<file path="src/rtl/t05_ssd_capture_if.sv">
// Seven-segment scan bus between a display driver and the capture block.
// Ports: seg/digit_sel carry the scanned display; seq/blank/bad/frame_valid
// return the rebuilt frame. master = scan source, slave = capture block.
interface t05_ssd_capture_if;
  logic [7:0]  seg;          // {dp,g,f,e,d,c,b,a}
  logic [7:0]  digit_sel;    // one-hot digit select
  logic [31:0] seq;          // nibble i = digit i
  logic [7:0]  blank;        // digit i all segments off
  logic [7:0]  bad;          // digit i pattern undecodable
  logic        frame_valid;  // one-cycle pulse on frame update

  modport master (
    output seg, digit_sel,
    input  seq, blank, bad, frame_valid
  );

  modport slave (
    input  seg, digit_sel,
    output seq, blank, bad, frame_valid
  );
endinterface

</file>
<file path="src/rtl/t05_ssd_capture.sv">
// Purpose: rebuild the 32-bit hex word from a time-multiplexed 8-digit seven-segment scan.
// Latency: digit stable at the pins from edge k commits at edge k+STABLE_CYCLES; frame publishes one edge later.
// Backpressure: none; the scan source is free-running and outputs hold until the next complete frame.
// Ports: clk, nrst (sync, active-low); bus.slave: seg/digit_sel in, seq/blank/bad/frame_valid out.
module t05_ssd_capture #(
  parameter int STABLE_CYCLES = 4
) (
  input  logic             clk,
  input  logic             nrst,
  t05_ssd_capture_if.slave bus
);

  localparam logic [0:0] ST_WAIT = 1'b0;
  localparam logic [0:0] ST_HELD = 1'b1;
  localparam logic [3:0] STABLE  = 4'(STABLE_CYCLES);

  logic [14:0] sample_q, sample_d;   // {seg[6:0], digit_sel}
  logic [14:0] prev_q, prev_d;
  logic [3:0]  cnt_q, cnt_d;
  logic [0:0]  state_q, state_d;
  logic [7:0]  mask_q, mask_d;
  logic [31:0] sh_nib_q, sh_nib_d;
  logic [7:0]  sh_blank_q, sh_blank_d;
  logic [7:0]  sh_bad_q, sh_bad_d;
  logic        pub_q, pub_d;
  logic [31:0] seq_q, seq_d;
  logic [7:0]  blank_q, blank_d;
  logic [7:0]  bad_q, bad_d;
  logic        fv_q, fv_d;

  logic        one_hot;
  logic        changed;
  logic        commit;
  logic [5:0]  dec;                  // {bad, blank, nibble}
  logic        unused_dp;

  // Decimal point carries no hex information.
  assign unused_dp = bus.seg[7];

  function automatic logic [5:0] decode(input logic [6:0] s);
    case (s)
      7'h3F: decode = 6'h00;
      7'h06: decode = 6'h01;
      7'h5B: decode = 6'h02;
      7'h4F: decode = 6'h03;
      7'h66: decode = 6'h04;
      7'h6D: decode = 6'h05;
      7'h7D: decode = 6'h06;
      7'h07: decode = 6'h07;
      7'h7F: decode = 6'h08;
      7'h6F: decode = 6'h09;
      7'h77: decode = 6'h0A;
      7'h7C: decode = 6'h0B;
      7'h39: decode = 6'h0C;
      7'h5E: decode = 6'h0D;
      7'h79: decode = 6'h0E;
      7'h71: decode = 6'h0F;
      7'h00: decode = 6'b01_0000;
      default: decode = 6'b10_0000;
    endcase
  endfunction

  always_comb begin
    sample_d = {bus.seg[6:0], bus.digit_sel};
    prev_d   = sample_q;
    one_hot  = $onehot(sample_q[7:0]);
    changed  = (sample_q != prev_q);

    // A new valid sample counts as its own first stable cycle.
    if (!one_hot)             cnt_d = 4'd0;
    else if (changed)         cnt_d = 4'd1;
    else if (cnt_q == 4'hF)   cnt_d = cnt_q;
    else                      cnt_d = cnt_q + 4'd1;

    // In HELD only a fresh sample (changed) may commit, which is what lets
    // STABLE_CYCLES=1 commit back-to-back dwells without passing through WAIT.
    commit = one_hot && (cnt_d == STABLE) && ((state_q == ST_WAIT) || changed);

    if (commit)                   state_d = ST_HELD;
    else if (!one_hot || changed) state_d = ST_WAIT;
    else                          state_d = state_q;

    dec        = decode(sample_q[14:8]);
    sh_nib_d   = sh_nib_q;
    sh_blank_d = sh_blank_q;
    sh_bad_d   = sh_bad_q;
    // A pending publish empties the mask on this edge; a commit landing on
    // the same edge starts the next frame.
    mask_d     = pub_q ? 8'h00 : mask_q;
    for (int i = 0; i < 8; i++) begin
      if (commit && sample_q[i]) begin
        sh_nib_d[4*i +: 4] = dec[3:0];
        sh_blank_d[i]      = dec[4];
        sh_bad_d[i]        = dec[5];
        mask_d[i]          = 1'b1;
      end
    end
    pub_d = commit && (mask_d == 8'hFF);

    seq_d   = pub_q ? sh_nib_q   : seq_q;
    blank_d = pub_q ? sh_blank_q : blank_q;
    bad_d   = pub_q ? sh_bad_q   : bad_q;
    fv_d    = pub_q;
  end

  always_ff @(posedge clk) begin
    if (!nrst) begin
      sample_q   <= '0;
      prev_q     <= '0;
      cnt_q      <= '0;
      state_q    <= ST_WAIT;
      mask_q     <= '0;
      sh_nib_q   <= '0;
      sh_blank_q <= '0;
      sh_bad_q   <= '0;
      pub_q      <= 1'b0;
      seq_q      <= '0;
      blank_q    <= '0;
      bad_q      <= '0;
      fv_q       <= 1'b0;
    end else begin
      sample_q   <= sample_d;
      prev_q     <= prev_d;
      cnt_q      <= cnt_d;
      state_q    <= state_d;
      mask_q     <= mask_d;
      sh_nib_q   <= sh_nib_d;
      sh_blank_q <= sh_blank_d;
      sh_bad_q   <= sh_bad_d;
      pub_q      <= pub_d;
      seq_q      <= seq_d;
      blank_q    <= blank_d;
      bad_q      <= bad_d;
      fv_q       <= fv_d;
    end
  end

  assign bus.seq         = seq_q;
  assign bus.blank       = blank_q;
  assign bus.bad         = bad_q;
  assign bus.frame_valid = fv_q;

endmodule

</file>
<file path="src/flat_wrapper.sv">
// flat-port wrapper written by rule: the top's interface ports become plain ports
module t05_ssd_capture_flat 
#(
  parameter int STABLE_CYCLES = 4
)
  (clk, nrst, bus_seg, bus_digit_sel, bus_seq, bus_blank, bus_bad, bus_frame_valid);
  t05_ssd_capture_if bus_i ();
  input  logic clk;
  input  logic nrst;
  input wire logic [$bits(bus_i.seg)-1:0] bus_seg;
  input wire logic [$bits(bus_i.digit_sel)-1:0] bus_digit_sel;
  output wire logic [$bits(bus_i.seq)-1:0] bus_seq;
  output wire logic [$bits(bus_i.blank)-1:0] bus_blank;
  output wire logic [$bits(bus_i.bad)-1:0] bus_bad;
  output wire logic [$bits(bus_i.frame_valid)-1:0] bus_frame_valid;
  assign bus_i.seg = bus_seg;
  assign bus_i.digit_sel = bus_digit_sel;
  assign bus_seq = bus_i.seq;
  assign bus_blank = bus_i.blank;
  assign bus_bad = bus_i.bad;
  assign bus_frame_valid = bus_i.frame_valid;
  t05_ssd_capture #(.STABLE_CYCLES(STABLE_CYCLES)) u_core (.clk(clk), .nrst(nrst), .bus(bus_i));
endmodule
</file>
<file path="config.mk">
export PLATFORM = sky130hd
export DESIGN_NAME = t05_ssd_capture_flat
export DESIGN_NICKNAME = d
export VERILOG_FILES = /design/src/rtl/t05_ssd_capture_if.sv /design/src/rtl/t05_ssd_capture.sv /design/src/flat_wrapper.sv
export SDC_FILE = /design/constraint.sdc
export NUM_CORES = 1
export LEC_CHECK = 0
export CAP_MARGIN = 20
export CORE_ASPECT_RATIO = 0.5
export CORE_UTILIZATION = 51
export CTS_CLUSTER_DIAMETER = 80
export DETAILED_ROUTE_END_ITERATION = 7
export PLACE_DENSITY = 0.79
export SLEW_MARGIN = 40
export SYNTH_ARGS = -nofsm -noshare
export SYNTH_HDL_FRONTEND = slang
export SYNTH_SLANG_ARGS = --single-unit
</file>
<file path="constraint.sdc">
create_clock -name clk -period 3.6 [get_ports clk]
set_input_delay 0.54 -clock clk [delete_from_list [all_inputs] [get_ports clk]]
set_output_delay 0.54 -clock clk [all_outputs]
set_load 0.05 [all_outputs]
</file>
==> results of run 1 <==
-- worst max-delay path by stage --
| stage | start | to | cells after the start |
|---|---|---|---|
| after floorplan | u_core.prev_d[4] | u_core.sh_blank_q[0] | 12 |
| after global placement | u_core.prev_d[6] | u_core.sh_nib_q[20] | 14 |
| after detailed placement | u_core.prev_d[6] | u_core.sh_nib_q[30] | 14 |
| after CTS | u_core.prev_d[6] | u_core.sh_nib_q[20] | 14 |
| after global routing | u_core.prev_d[4] | u_core.sh_nib_q[25] | 14 |
| final | u_core.prev_d[6] | u_core.sh_nib_q[26] | 14 |
-- area by class of cell --
class	instances	area, um^2
fillers	907	3870
multi-input cells	424	3510
flip-flops and latches	141	2830
repair buffers	94	880
clock buffers	19	464
well taps	165	206
clock inverters	13	139
inverters	11	41.3
-- flip-flops by register name, summed over array words and instances (netlist names), 4 cells and up --
signal	flops
u_core.mask_q	8
u_core.bus.seq	32
u_core.cnt_q	4
u_core.bus.bad	8
u_core.prev_d	15
u_core.sh_bad_q	8
u_core.prev_q	15
u_core.sh_nib_q	32
u_core.sh_blank_q	8
u_core.bus.blank	8
-- worst reg2reg max path, cell delays in order, from the launching register on --
cell and delay [ns]:
sky130_fd_sc_hd__dfxtp_4 0.35, sky130_fd_sc_hd__ha_4 0.26, sky130_fd_sc_hd__inv_2 0.04, sky130_fd_sc_hd__fa_2 0.39, sky130_fd_sc_hd__fa_1 0.51, sky130_fd_sc_hd__inv_1 0.05
sky130_fd_sc_hd__ha_2 0.17, sky130_fd_sc_hd__fa_1 0.49, sky130_fd_sc_hd__nor4b_4 0.21, sky130_fd_sc_hd__buf_4 0.18, sky130_fd_sc_hd__buf_12 0.11, sky130_fd_sc_hd__nand2_2 0.07
sky130_fd_sc_hd__or3_4 0.44, sky130_fd_sc_hd__o31ai_2 0.20, sky130_fd_sc_hd__a21boi_1 0.09
-- per-layer routing --
| layer | vias up | global-route usage | wire length [um] | part of all wire |
|---|---|---|---|---|
| met5 | - | 0 | 0 | 0 |
| met4 | 0 | 0.0875 | 156 | 0.011 |
| met3 | 17 | 0.0562 | 898 | 0.061 |
| met2 | 174 | 0.374 | 6870 | 0.46 |
| met1 | 2474 | 0.309 | 6870 | 0.46 |
| li1 | 2414 | - | - | - |
-- metrics by stage --
stage,hold WS [ns],total power [W],setup TNS [ns]
floorplan,0.438,0.00182,-0.0214
global placement,0.454,0.00191,-3.37
detailed placement,0.460,0.00192,-6.44
CTS,0.471,0.00367,-2.01
global route,0.480,0.00378,-7.68
finish,0.470,0.00367,-1.23
-- repair_timing --
item,in CTS,in global routing
hold endpoints to repair,0,0
gates cloned,0,0
resized for setup,18,32
pin swaps,3,8
endpoints found under the setup margin,50,56
-- power groups by stage --
| stage | registers, W | logic, W | clock network [W] |
|---|---|---|---|
| floorplan | 0.00163 | 0.000193 | 0 |
| global placement | 0.00164 | 0.000269 | 0 |
| detailed placement | 0.00164 | 0.000276 | 0 |
| CTS | 0.00161 | 0.000281 | 0.00178 |
| global route | 0.00161 | 0.000316 | 0.00185 |
| finish | 0.00161 | 0.000293 | 0.00177 |
-- cell families after synthesis --
family                   after synthesis  share of synthesized area
AO/OA/AOI/OAI                        143                      0.177
XOR/XNOR                              19                     0.0262
adder cells (fa/ha/maj)               11                     0.0264
buffers and inverters                 65                     0.0497
flip-flops                           141                      0.445
multiplexers                          57                     0.0900
AND/OR/NAND/NOR                      194                      0.186
-- placed cells by master (no fill, tap or decap), drive strengths merged, types with 2 or more instances in the layout --
master / synthesis / routed
a21boi: 50 / 50
a2bb2oi: 2 / 2
and2: 33 / 33
and3: 2 / 2
buf: 26 / 30
bufinv: 0 / 2
clkbuf: 28 / 19
clkdlybuf4s50: 0 / 64
clkinv: 0 / 5
clkinvlp: 0 / 5
dfxtp: 141 / 141
fa: 4 / 4
ha: 7 / 7
inv: 11 / 12
mux2i: 57 / 57
nand2: 25 / 25
nand2b: 10 / 10
nand3: 13 / 13
nand3b: 2 / 2
nand4: 12 / 12
nand4b: 3 / 3
nor2: 8 / 8
nor2b: 49 / 49
nor3: 13 / 13
nor4: 3 / 3
nor4b: 2 / 2
o2111ai: 33 / 33
o21ai: 3 / 3
o22ai: 5 / 5
o31ai: 40 / 40
or3: 8 / 8
or4: 3 / 3
xnor2: 13 / 13
xor2: 6 / 6
==> impl_results.rst, run 1 <==
.. list-table::
   :header-rows: 1

   * - Metric
     - Value
   * - Synthesized netlist net count
     - 659
   * - Cell Area, Synth
     - 0.00634 mm^2
   * - Final Worst Setup Slack
     - -0.0665 ns
   * - Register-to-register setup slack
     - -0.07 ns
   * - CP required
     - 3.90 ns
   * - Async set or reset register ratio after synthesis
     - 0
   * - Final number of hold-violating endpoints
     - 0
   * - Avg Synthesized Cell Area
     - 10.1 um^2
   * - CTS H-tree lvls
     - 4
   * - Slowest cell on the critical path
     - sky130_fd_sc_hd__fa_1
   * - FF-to-FF Start
     - u_core.prev_d[6]
   * - Buffers and inverters on the worst path
     - 4
   * - Number of rows created at floorplan
     - 28
   * - Post-synthesis cell type with the largest combined area
     - sky130_fd_sc_hd__dfxtp_1
   * - Clock share of power
     - 0.482
   * - Max Transition Viols Final
     - 0
   * - Unrepaired setup endpoints after global routing
     - yes
   * - Delay of the slowest cell on the worst path
     - 0.51 ns
   * - Total routing usage reported by global routing
     - 0.233
   * - Hold Path Stages
     - 2
   * - Area fraction of the dominant cell type after synthesis
     - 0.445
   * - Detail-routed via count per cell
     - 5.86
   * - End of the worst hold path
     - u_core.sh_bad_q[1]
   * - IO Count
     - 67
   * - Remaining global-route overflow
     - 0
   * - Number of distinct standard cells referenced by the synthesized netlist
     - 56
   * - Worst Hold Launch
     - u_core.sh_bad_q[1]
   * - Number of violations of the max-capacitance limit
     - 0
   * - Most common library cells after synthesis
     - sky130_fd_sc_hd__dfxtp_1, sky130_fd_sc_hd__mux2i_1, sky130_fd_sc_hd__nor2b_1
   * - Net switching power
     - 0.000875 W
   * - Post-CTS Setup Repair Bufs
     - 0
   * - End of the worst register-to-register path
     - u_core.sh_nib_q[26]
   * - Internal portion of total power
     - 0.00279 W
   * - Max transition margin
     - 0.414
   * - Logic depth of the worst register-to-register path
     - 14
   * - Starting density of the core
     - 0.531
   * - Power density normalized to cell area
     - 454 mW/mm^2
   * - Fraction of final layout cells with drive strength greater than 1
     - 0.181
   * - Endpoint class of the critical path
     - register
   * - Antenna diode count
     - 0
   * - Clock insertion delay at the later pin of the skew report
     - 0.42 ns
   * - Detail Route Antenna Nets
     - 0
   * - Die width
     - 160 um
   * - First-pass GRT wire length
     - 23.9 mm
   * - Achievable frequency
     - 0.273 GHz
   * - Cell seen most often among critical-path stages
     - sky130_fd_sc_hd__fa_1
   * - Yosys warning count
     - 0
   * - Final setup fails
     - 34
   * - #FFs+latches synth
     - 141
   * - DIE HEIGHT
     - 80.8 um
   * - Clk sink count
     - 141
   * - Cell Count, Final, Fillers Out
     - 867
   * - DRC marker count from the first detailed-route iteration
     - 471
   * - Number of enable-type register cells in the synthesized netlist
     - 0
   * - Leakage dissipation
     - 2.62 nW
   * - Mean routed wirelength per cell
     - 17.1 um
   * - Sequential fraction of design power
     - 0.438
   * - Detailed-router iteration count before antenna repair
     - 5
   * - Number of antenna violations at the first check in global routing
     - 0
   * - Portion of the clock cycle consumed by the worst path in the final layout
     - 1.02
   * - Skew final
     - 0.00655 ns
   * - Number of global-route vias before repair
     - 4781
   * - Series of cell instances along the critical path
     - ha_4, inv_2, fa_2, fa_1, inv_1, ha_2, fa_1, nor4b_4, buf_4, buf_12, nand2_2, or3_4, o31ai_2, a21boi_1
   * - CTS buffer count
     - 17
   * - Clock tree from TritonCTS
     - yes
   * - DRC violation count after routing
     - 0
   * - Worst-case vdd ir drop
     - 0.311 mV
   * - Instance count of the mapped netlist
     - 630
   * - RD Place Congestion
     - 0.847
   * - Total number of vias
     - 5079
   * - Sequential share of the synthesized area
     - 0.445
   * - Cell area reported after detailed placement
     - 0.00721 mm^2
   * - Clock Pin Slew Worst Setup and Hold Paths
     - 0.06 ns
   * - Least-Margin Pin Slew
     - 0.879 ns
   * - Area of the die
     - 0.0129 mm^2
   * - Placed cells
     - 835
   * - Run status
     - complete, but fails checks
   * - Post-synth top flop
     - sky130_fd_sc_hd__dfxtp_1
   * - Share of total power consumed by net switching
     - 0.239
   * - Hold WC Path Type
     - reg -> reg
   * - Hold buffers post-CTS
     - 0
   * - Type of origin of the critical path
     - register
   * - Startpoint-to-endpoint class of the critical path
     - reg -> reg
   * - Largest fanout on the critical path
     - 6
   * - Master cell of the clock root buffer
     - sky130_fd_sc_hd__clkbuf_16
   * - Post-route cell area
     - 0.00807 mm^2
   * - Pin count of the biggest net entering global routing
     - 114
   * - Combinational power share
     - 0.080
   * - Crit path arrival time
     - 3.97 ns
   * - Violated checks
     - setup timing
   * - Crit path time final
     - 3.67 ns
   * - Worst Setup Slack post-DPL
     - -0.246 ns
   * - Final nets
     - 718
   * - Clock Tree Buf Depth
     - 2
   * - Port Buffer Count
     - 65
   * - Most repeated cell in the gate-level netlist after synthesis
     - sky130_fd_sc_hd__dfxtp_1
   * - Post-route core utilization
     - 0.676
   * - HPWL after DPL
     - 9.39 mm
   * - Placeable core region
     - 0.0119 mm^2
   * - Final wirelength
     - 14.8 mm
   * - Biggest area contributors in the synthesized netlist
     - sky130_fd_sc_hd__dfxtp_1, sky130_fd_sc_hd__mux2i_1, sky130_fd_sc_hd__a21boi_1, sky130_fd_sc_hd__nor2b_1, sky130_fd_sc_hd__o31ai_1
   * - Area growth from synthesis to layout
     - 27.3%
   * - Crit-path leading delay family
     - adder cells
(Power assumes the default switching activity.)
==> run 2: changes to the inputs <==
--- a/config.mk
+++ b/config.mk
@@ -10,6 +10,7 @@
 export CORE_UTILIZATION = 51
 export CTS_CLUSTER_DIAMETER = 80
 export DETAILED_ROUTE_END_ITERATION = 7
+export GPL_ROUTABILITY_DRIVEN = 0
 export PLACE_DENSITY = 0.79
 export SLEW_MARGIN = 40
 export SYNTH_ARGS = -nofsm -noshare
==> constraint.sdc (replaced) <==
create_clock -name clk -period 3.6 [get_ports clk]
set_input_delay 0.36 -clock clk [delete_from_list [all_inputs] [get_ports clk]]
set_output_delay 0.36 -clock clk [all_outputs]
set_load 0.05 [all_outputs]
==> run 2 against run 1 <==
Against the previous run: the run still ends with setup timing left; combinational power up 2%; routed wire length shrank 1.7%; non-clock buffer count grew 1; via count down 0.71%; utilization fell by 0.27 points; die area is the same; cell area decreased by 0.40%; largest power group unchanged; highest routed layer unchanged.
==> impl_results.rst, run 2 (synthesis gave the netlist of run 1 again) <==
.. list-table::
   :header-rows: 1

   * - Metric
     - Value
   * - First-pass GRT wire length
     - 23.5 mm (-1.8%)
   * - Largest fanout on the critical path
     - 6 (unchanged)
   * - Violated checks
     - setup timing
   * - Antenna diode count
     - 0 (unchanged)
   * - Startpoint-to-endpoint class of the critical path
     - reg -> reg
   * - Series of cell instances along the critical path
     - ha_4, fa_1, inv_1, fa_1, inv_1, ha_2, fa_1, nor4b_4, buf_4, buf_12, nand2_1, or3_4, o31ai_1, a21boi_1
   * - Achievable frequency
     - 0.272 GHz (-0.23%)
   * - Die width
     - 160 um (unchanged)
   * - Crit path arrival time
     - 3.98 ns (about the same)
   * - Slowest cell on the critical path
     - sky130_fd_sc_hd__fa_1
   * - Cell seen most often among critical-path stages
     - sky130_fd_sc_hd__fa_1
   * - Most common cell after layout, fill and taps aside
     - sky130_fd_sc_hd__dfxtp_1
   * - Number of global-route vias before repair
     - 4584 (-4.1%)
   * - Number of violations of the max-capacitance limit
     - 0 (unchanged)
   * - Worst Setup Slack post-DPL
     - -0.242 ns (+0.00449 ns)
   * - Detail Route Antenna Nets
     - 0 (unchanged)
   * - CTS buffer count
     - 17 (unchanged)
   * - Unrepaired setup endpoints after global routing
     - yes
   * - Clock insertion delay at the later pin of the skew report
     - 0.42 ns (about the same)
   * - Remaining global-route overflow
     - 0 (unchanged)
   * - Least-Margin Pin Slew
     - 0.894 ns (+0.0156 ns)
   * - Crit path time final
     - 3.67 ns (+0.00839 ns)
   * - DIE HEIGHT
     - 80.8 um (unchanged)
   * - Final number of hold-violating endpoints
     - 0 (unchanged)
   * - Clock tree from TritonCTS
     - yes
   * - Final wirelength
     - 14.5 mm (-1.7%)
   * - FF-to-FF Start
     - u_core.prev_d[5]
   * - Logic depth of the worst register-to-register path
     - 14 (unchanged)
   * - Starting density of the core
     - 0.531 (unchanged)
   * - Clock Tree Buf Depth
     - 2 (unchanged)
   * - Worst Hold Launch
     - nrst
   * - CP required
     - 3.91 ns (about the same)
   * - Post-route cell area
     - 0.00804 mm^2 (-0.40%)
   * - Detail-routed via count per cell
     - 5.81 (-0.82%)
   * - DRC marker count from the first detailed-route iteration
     - 431 (-8.5%)
   * - Fraction of final layout cells with drive strength greater than 1
     - 0.175 (-0.00595)
   * - Total number of vias
     - 5043 (-0.71%)
   * - Port Buffer Count
     - 65 (unchanged)
   * - Hold buffers post-CTS
     - 0 (unchanged)
   * - Area taken by multi-input logic gates
     - 0.00347 mm^2 (-1.2%)
   * - Worst-case vdd ir drop
     - 0.277 mV (-11%)
   * - Area of the die
     - 0.0129 mm^2 (unchanged)
   * - Max Transition Viols Final
     - 0 (unchanged)
   * - Placeable core region
     - 0.0119 mm^2 (unchanged)
   * - Detailed-router iteration count before antenna repair
     - 5 (unchanged)
   * - Filler instances
     - 911 (+0.44%)
   * - Total Neg Setup Slack
     - -1.08 ns (+0.146 ns)
   * - Pin count of the biggest net entering global routing
     - 112 (-1.8%)
   * - Hold WC Path Type
     - in -> reg
   * - Endpoint class of the critical path
     - register
   * - Type of origin of the critical path
     - register
   * - Final setup fails
     - 34 (unchanged)
   * - Final Worst Setup Slack
     - -0.0748 ns (-0.00839 ns)
   * - WHS
     - 0.412 ns (-0.0580 ns)
   * - HPWL after DPL
     - 9.17 mm (-2.4%)
   * - Leakage dissipation
     - 2.62 nW (about the same)
   * - Critical path startpoint
     - u_core.prev_d[5]
   * - Area growth from synthesis to layout
     - 26.8%
   * - Delay of the slowest cell on the worst path
     - 0.53 ns (+0.02 ns)
   * - Clk sink count
     - 141 (unchanged)
   * - Portion of the clock cycle consumed by the worst path in the final layout
     - 1.02 (+0.00233)
   * - CTS H-tree lvls
     - 4 (unchanged)
   * - DRC violation count after routing
     - 0 (unchanged)
   * - Number of antenna violations at the first check in global routing
     - 0 (unchanged)
   * - Power density normalized to cell area
     - 457 mW/mm^2 (+0.53%)
   * - Clock Pin Slew Worst Setup and Hold Paths
     - 0.06 ns (about the same)
   * - Master cell of the clock root buffer
     - sky130_fd_sc_hd__clkbuf_16
   * - Total routing usage reported by global routing
     - 0.231 (-0.00239)
   * - Max transition margin
     - 0.403 (-0.0116)
   * - Final nets
     - 719 (+0.14%)
   * - Skew final
     - 0.00883 ns (+0.00228 ns)
   * - Run status
     - complete, but fails checks
   * - Number of rows created at floorplan
     - 28 (unchanged)
   * - Top library cells by usage in the layout, fill and taps aside
     - sky130_fd_sc_hd__dfxtp_1, sky130_fd_sc_hd__clkdlybuf4s50_1, sky130_fd_sc_hd__mux2i_1, sky130_fd_sc_hd__nor2b_1, sky130_fd_sc_hd__a21boi_1
   * - IO Count
     - 67 (unchanged)
   * - Hold Path Stages
     - 3 (+1)
   * - Cell area reported after detailed placement
     - 0.00721 mm^2 (unchanged)
   * - Mean routed wirelength per cell
     - 16.8 um (-1.8%)
   * - Area taken by flip-flops and latches
     - 0.00283 mm^2 (about the same)
[run 2: cell count changes in the layout (fill, tap and decap cells not counted), sizes merged]
cell | previous run | this run
clkinv | 5 | 3
buf | 30 | 31
inv | 12 | 13
clkbuf | 19 | 20
[run 2: area by class of cell]
| cell class | count | area share |
|---|---|---|
| well taps | 165 | 0.0257 |
| flip-flops and latches | 141 | 0.352 |
| inverters | 11 | 0.00514 |
| repair buffers | 95 | 0.110 |
| clock inverters | 12 | 0.0167 |
| multi-input cells | 424 | 0.432 |
| clock buffers | 20 | 0.0582 |
[run 2: where the power goes]
group,leakage [nW],internal [W],switching (W)
registers,1.14,0.00158,0.0000271
logic,1.20,0.000136,0.000161
clock network,0.280,0.00108,0.000688
total,2.62,0.00280,0.000876
[run 2: per-stage QoR]
stage | util | total power [W] | std cells
5_1_grt | 0.673 | 0.00379 | 868
6_report | 0.673 | 0.00367 | 868
4_1_cts | 0.662 | 0.00368 | 868
2_1_floorplan | - | 0.00182 | 630
3_3_place_gp | 0.603 | 0.00191 | 835
3_5_place_dp | 0.603 | 0.00192 | 835
[run 2: critical path, delay by kind of cell, from the launching register on]
kind	cells	cell delay [ns]
compound gates	2	0.31
simple gates	3	0.70
buf+inv	4	0.41
flops	1	0.33
fa+ha+maj	5	1.82
[run 2: what timing repair did]
action / 4_1_cts / 5_1_grt
cloned: 0 / 0
setup endpoints to repair: 53 / 54
buffers inserted: 1 / 0
resized for setup: 21 / 25
pin swaps: 12 / 4
[run 2: metal layers]
| metal | up-vias | track usage | share of wire |
|---|---|---|---|
| met5 | - | 0 | 0 |
| met3 | 23 | 0.0485 | 0.059 |
| met1 | 2410 | 0.321 | 0.48 |
| li1 | 2423 | - | - |
| met2 | 187 | 0.347 | 0.44 |
| met4 | 0 | 0.104 | 0.015 |
[run 2: worst paths after layout]
path / endpoint / slack (ns)
setup reg to reg: u_core.sh_nib_q[27] / -0.07
hold reg to reg: u_core.sh_nib_q[20] / 0.47
hold / removal: u_core.sh_bad_q[3] / 0.41
setup / recovery: u_core.sh_nib_q[27] / -0.07
==> run 3: changes to the inputs <==
--- a/config.mk
+++ b/config.mk
@@ -12,7 +12,9 @@
 export DETAILED_ROUTE_END_ITERATION = 7
 export GPL_ROUTABILITY_DRIVEN = 0
 export PLACE_DENSITY = 0.79
+export REMOVE_ABC_BUFFERS = 1
 export SLEW_MARGIN = 40
 export SYNTH_ARGS = -nofsm -noshare
 export SYNTH_HDL_FRONTEND = slang
 export SYNTH_SLANG_ARGS = --single-unit
+export TNS_END_PERCENT = 20
==> run 3 against run 2 <==
Against the previous run: the flow still finishes with violations (setup timing); utilization grew 0.56 points; highest routed layer unchanged; sequential power is essentially flat; largest power group unchanged; cell area grew 0.82%; setup slack lost 0.0040 ns.
==> impl_results.rst, run 3 (synthesis gave the netlist of run 1 again) <==
.. list-table::
   :header-rows: 1

   * - Metric
     - Value
   * - Achievable frequency
     - 0.272 GHz (-0.11%)
   * - Remaining global-route overflow
     - 0 (unchanged)
   * - Total power of the final layout
     - 0.00358 W (-2.6%)
   * - Unrepaired setup endpoints after global routing
     - yes
   * - Endpoint class of the critical path
     - register
   * - Largest fanout on the critical path
     - 5 (-1)
   * - Detail-routed via count per cell
     - 5.92 (+1.9%)
   * - Max Transition Viols Final
     - 0 (unchanged)
   * - Port Buffer Count
     - 65 (unchanged)
   * - Number of antenna violations at the first check in global routing
     - 0 (unchanged)
   * - Fraction of final layout cells with drive strength greater than 1
     - 0.192 (+0.0174)
   * - Total routing usage reported by global routing
     - 0.242 (+0.0112)
   * - Most common cell after layout, fill and taps aside
     - sky130_fd_sc_hd__dfxtp_1
   * - Portion of the clock cycle consumed by the worst path in the final layout
     - 1.02 (+0.00112)
   * - Final Worst Setup Slack
     - -0.0789 ns (-0.00403 ns)
   * - CTS buffer count
     - 17 (unchanged)
   * - Placeable core region
     - 0.0119 mm^2 (unchanged)
   * - Crit path time final
     - 3.68 ns (+0.00403 ns)
   * - Final nets
     - 723 (+0.56%)
   * - Violated checks
     - setup timing
   * - Top library cells by usage in the layout, fill and taps aside
     - sky130_fd_sc_hd__dfxtp_1, sky130_fd_sc_hd__clkdlybuf4s50_1, sky130_fd_sc_hd__mux2i_1, sky130_fd_sc_hd__nor2b_1, sky130_fd_sc_hd__a21boi_1
   * - Post-route cell area
     - 0.00811 mm^2 (+0.82%)
   * - Mean routed wirelength per cell
     - 17.4 um (+3.7%)
   * - Cell area reported after detailed placement
     - 0.00715 mm^2 (-0.78%)
   * - Total number of vias
     - 5162 (+2.4%)
   * - Final setup fails
     - 30 (-12%)
   * - Skew final
     - 0.00838 ns (-0.000450 ns)
   * - Antenna diode count
     - 0 (unchanged)
   * - DRC violation count after routing
     - 0 (unchanged)
   * - Run status
     - complete, but fails checks
   * - Hold WC Path Type
     - in -> reg
   * - HPWL after DPL
     - 9.14 mm (-0.25%)
   * - Least-Margin Pin Slew
     - 0.868 ns (-0.0266 ns)
   * - CP required
     - 3.90 ns (about the same)
   * - Clock Tree Buf Depth
     - 2 (unchanged)
   * - First-pass GRT wire length
     - 24.6 mm (+5.0%)
   * - Area growth from synthesis to layout
     - 27.9%
   * - Clock tree from TritonCTS
     - yes
   * - Final wirelength
     - 15.2 mm (+4.2%)
   * - Starting density of the core
     - 0.531 (unchanged)
   * - Master cell of the clock root buffer
     - sky130_fd_sc_hd__clkbuf_16
   * - Clock insertion delay at the later pin of the skew report
     - 0.42 ns (about the same)
   * - Max transition margin
     - 0.418 (+0.0151)
   * - IO Count
     - 67 (unchanged)
   * - Pin count of the biggest net entering global routing
     - 75 (-33%)
   * - Startpoint-to-endpoint class of the critical path
     - reg -> reg
   * - Clk sink count
     - 141 (unchanged)
   * - Hold buffers post-CTS
     - 0 (unchanged)
   * - Number of violations of the max-capacitance limit
     - 0 (unchanged)
   * - CTS H-tree lvls
     - 4 (unchanged)
   * - Number of global-route vias before repair
     - 4870 (+6.2%)
   * - Detail Route Antenna Nets
     - 0 (unchanged)
   * - Placed cells
     - 836 (+0.12%)
   * - Clock Pin Slew Worst Setup and Hold Paths
     - 0.06 ns (about the same)
   * - Die width
     - 160 um (unchanged)
   * - Detailed-router iteration count before antenna repair
     - 5 (unchanged)
   * - Area of the die
     - 0.0129 mm^2 (unchanged)
   * - DRC marker count from the first detailed-route iteration
     - 422 (-2.1%)
   * - Worst-case vdd ir drop
     - 0.261 mV (-5.8%)
   * - Number of rows created at floorplan
     - 28 (unchanged)
   * - DIE HEIGHT
     - 80.8 um (unchanged)
   * - Power density normalized to cell area
     - 441 mW/mm^2 (-3.4%)
   * - Leakage dissipation
     - 2.65 nW (+1.0%)
   * - WHS
     - 0.367 ns (-0.0451 ns)
   * - Crit path arrival time
     - 3.98 ns (about the same)
   * - Type of origin of the critical path
     - register
   * - Final number of hold-violating endpoints
     - 0 (unchanged)
   * - Cell Count, Final, Fillers Out
     - 872 (+0.46%)
## run 3: power by group
part	internal [W]	switching (W)	total (W)	leakage, nW
clock network	0.000969	0.000698	0.00167	0.265
logic	0.000134	0.000173	0.000307	1.24
registers	0.00158	0.0000252	0.00160	1.14
total	0.00268	0.000896	0.00358	2.65
## run 3: area by class of cell
type                       count  area [um^2]
clock buffer                  19          443
clock inverter                13          119
fill                         867         3840
inverter                      11         41.3
multi-input combinational    424         3560
sequential                   141         2830
tap                          165          206
timing repair buffer          99          906
## run 3: final timing paths
kind | start | end | slack, ns | cells after the start
worst max-delay path | u_core.prev_d[4] | u_core.sh_blank_q[5] | -0.08 | 13
worst min-delay path | nrst | u_core.prev_d[6] | 0.37 | 2
worst max register to register | u_core.prev_d[4] | u_core.sh_blank_q[5] | -0.08 | 13
worst min register to register | u_core.sh_nib_q[14] | u_core.sh_nib_q[14] | 0.47 | 2
## run 3: timing repair
action                     4_1_cts  5_1_grt
setup buffers                    1        1
resized for setup               45       35
pin swaps                       15       13
hold endpoints to repair         0        0
gates cloned                     1        0
setup endpoints to repair       54       57
## run 3: worst max-delay path, stage by stage, from the launching register on
cell and delay, ns:
sky130_fd_sc_hd__dfxtp_2 0.34, sky130_fd_sc_hd__ha_4 0.16, sky130_fd_sc_hd__fa_1 0.54, sky130_fd_sc_hd__inv_2 0.04, sky130_fd_sc_hd__fa_1 0.47, sky130_fd_sc_hd__inv_1 0.04, sky130_fd_sc_hd__ha_2 0.17, sky130_fd_sc_hd__fa_1 0.47
sky130_fd_sc_hd__nor4b_4 0.31, sky130_fd_sc_hd__buf_4 0.20, sky130_fd_sc_hd__nand2_1 0.10, sky130_fd_sc_hd__or3_4 0.40, sky130_fd_sc_hd__o31ai_1 0.23, sky130_fd_sc_hd__a21boi_1 0.09
## run 3: per-stage QoR
step	utilization	worst slack (ns)	setup TNS, ns
after floorplan	-	-0.227	-10.58
after global placement	0.599	-0.0789	-2.30
after detailed placement	0.599	-0.177	-5.98
after CTS	0.663	-0.140	-4.05
after global routing	0.679	-0.207	-7.00
final	0.679	-0.0789	-0.985
## run 3: per-layer routing
layer  vias to the layer above  GRT usage  part of all wire
met2                       193      0.386              0.45
met1                      2502      0.316              0.46
met5                         -          0                 0
met4                         0      0.126             0.025
li1                       2429          -                 -
met3                        38     0.0485             0.057
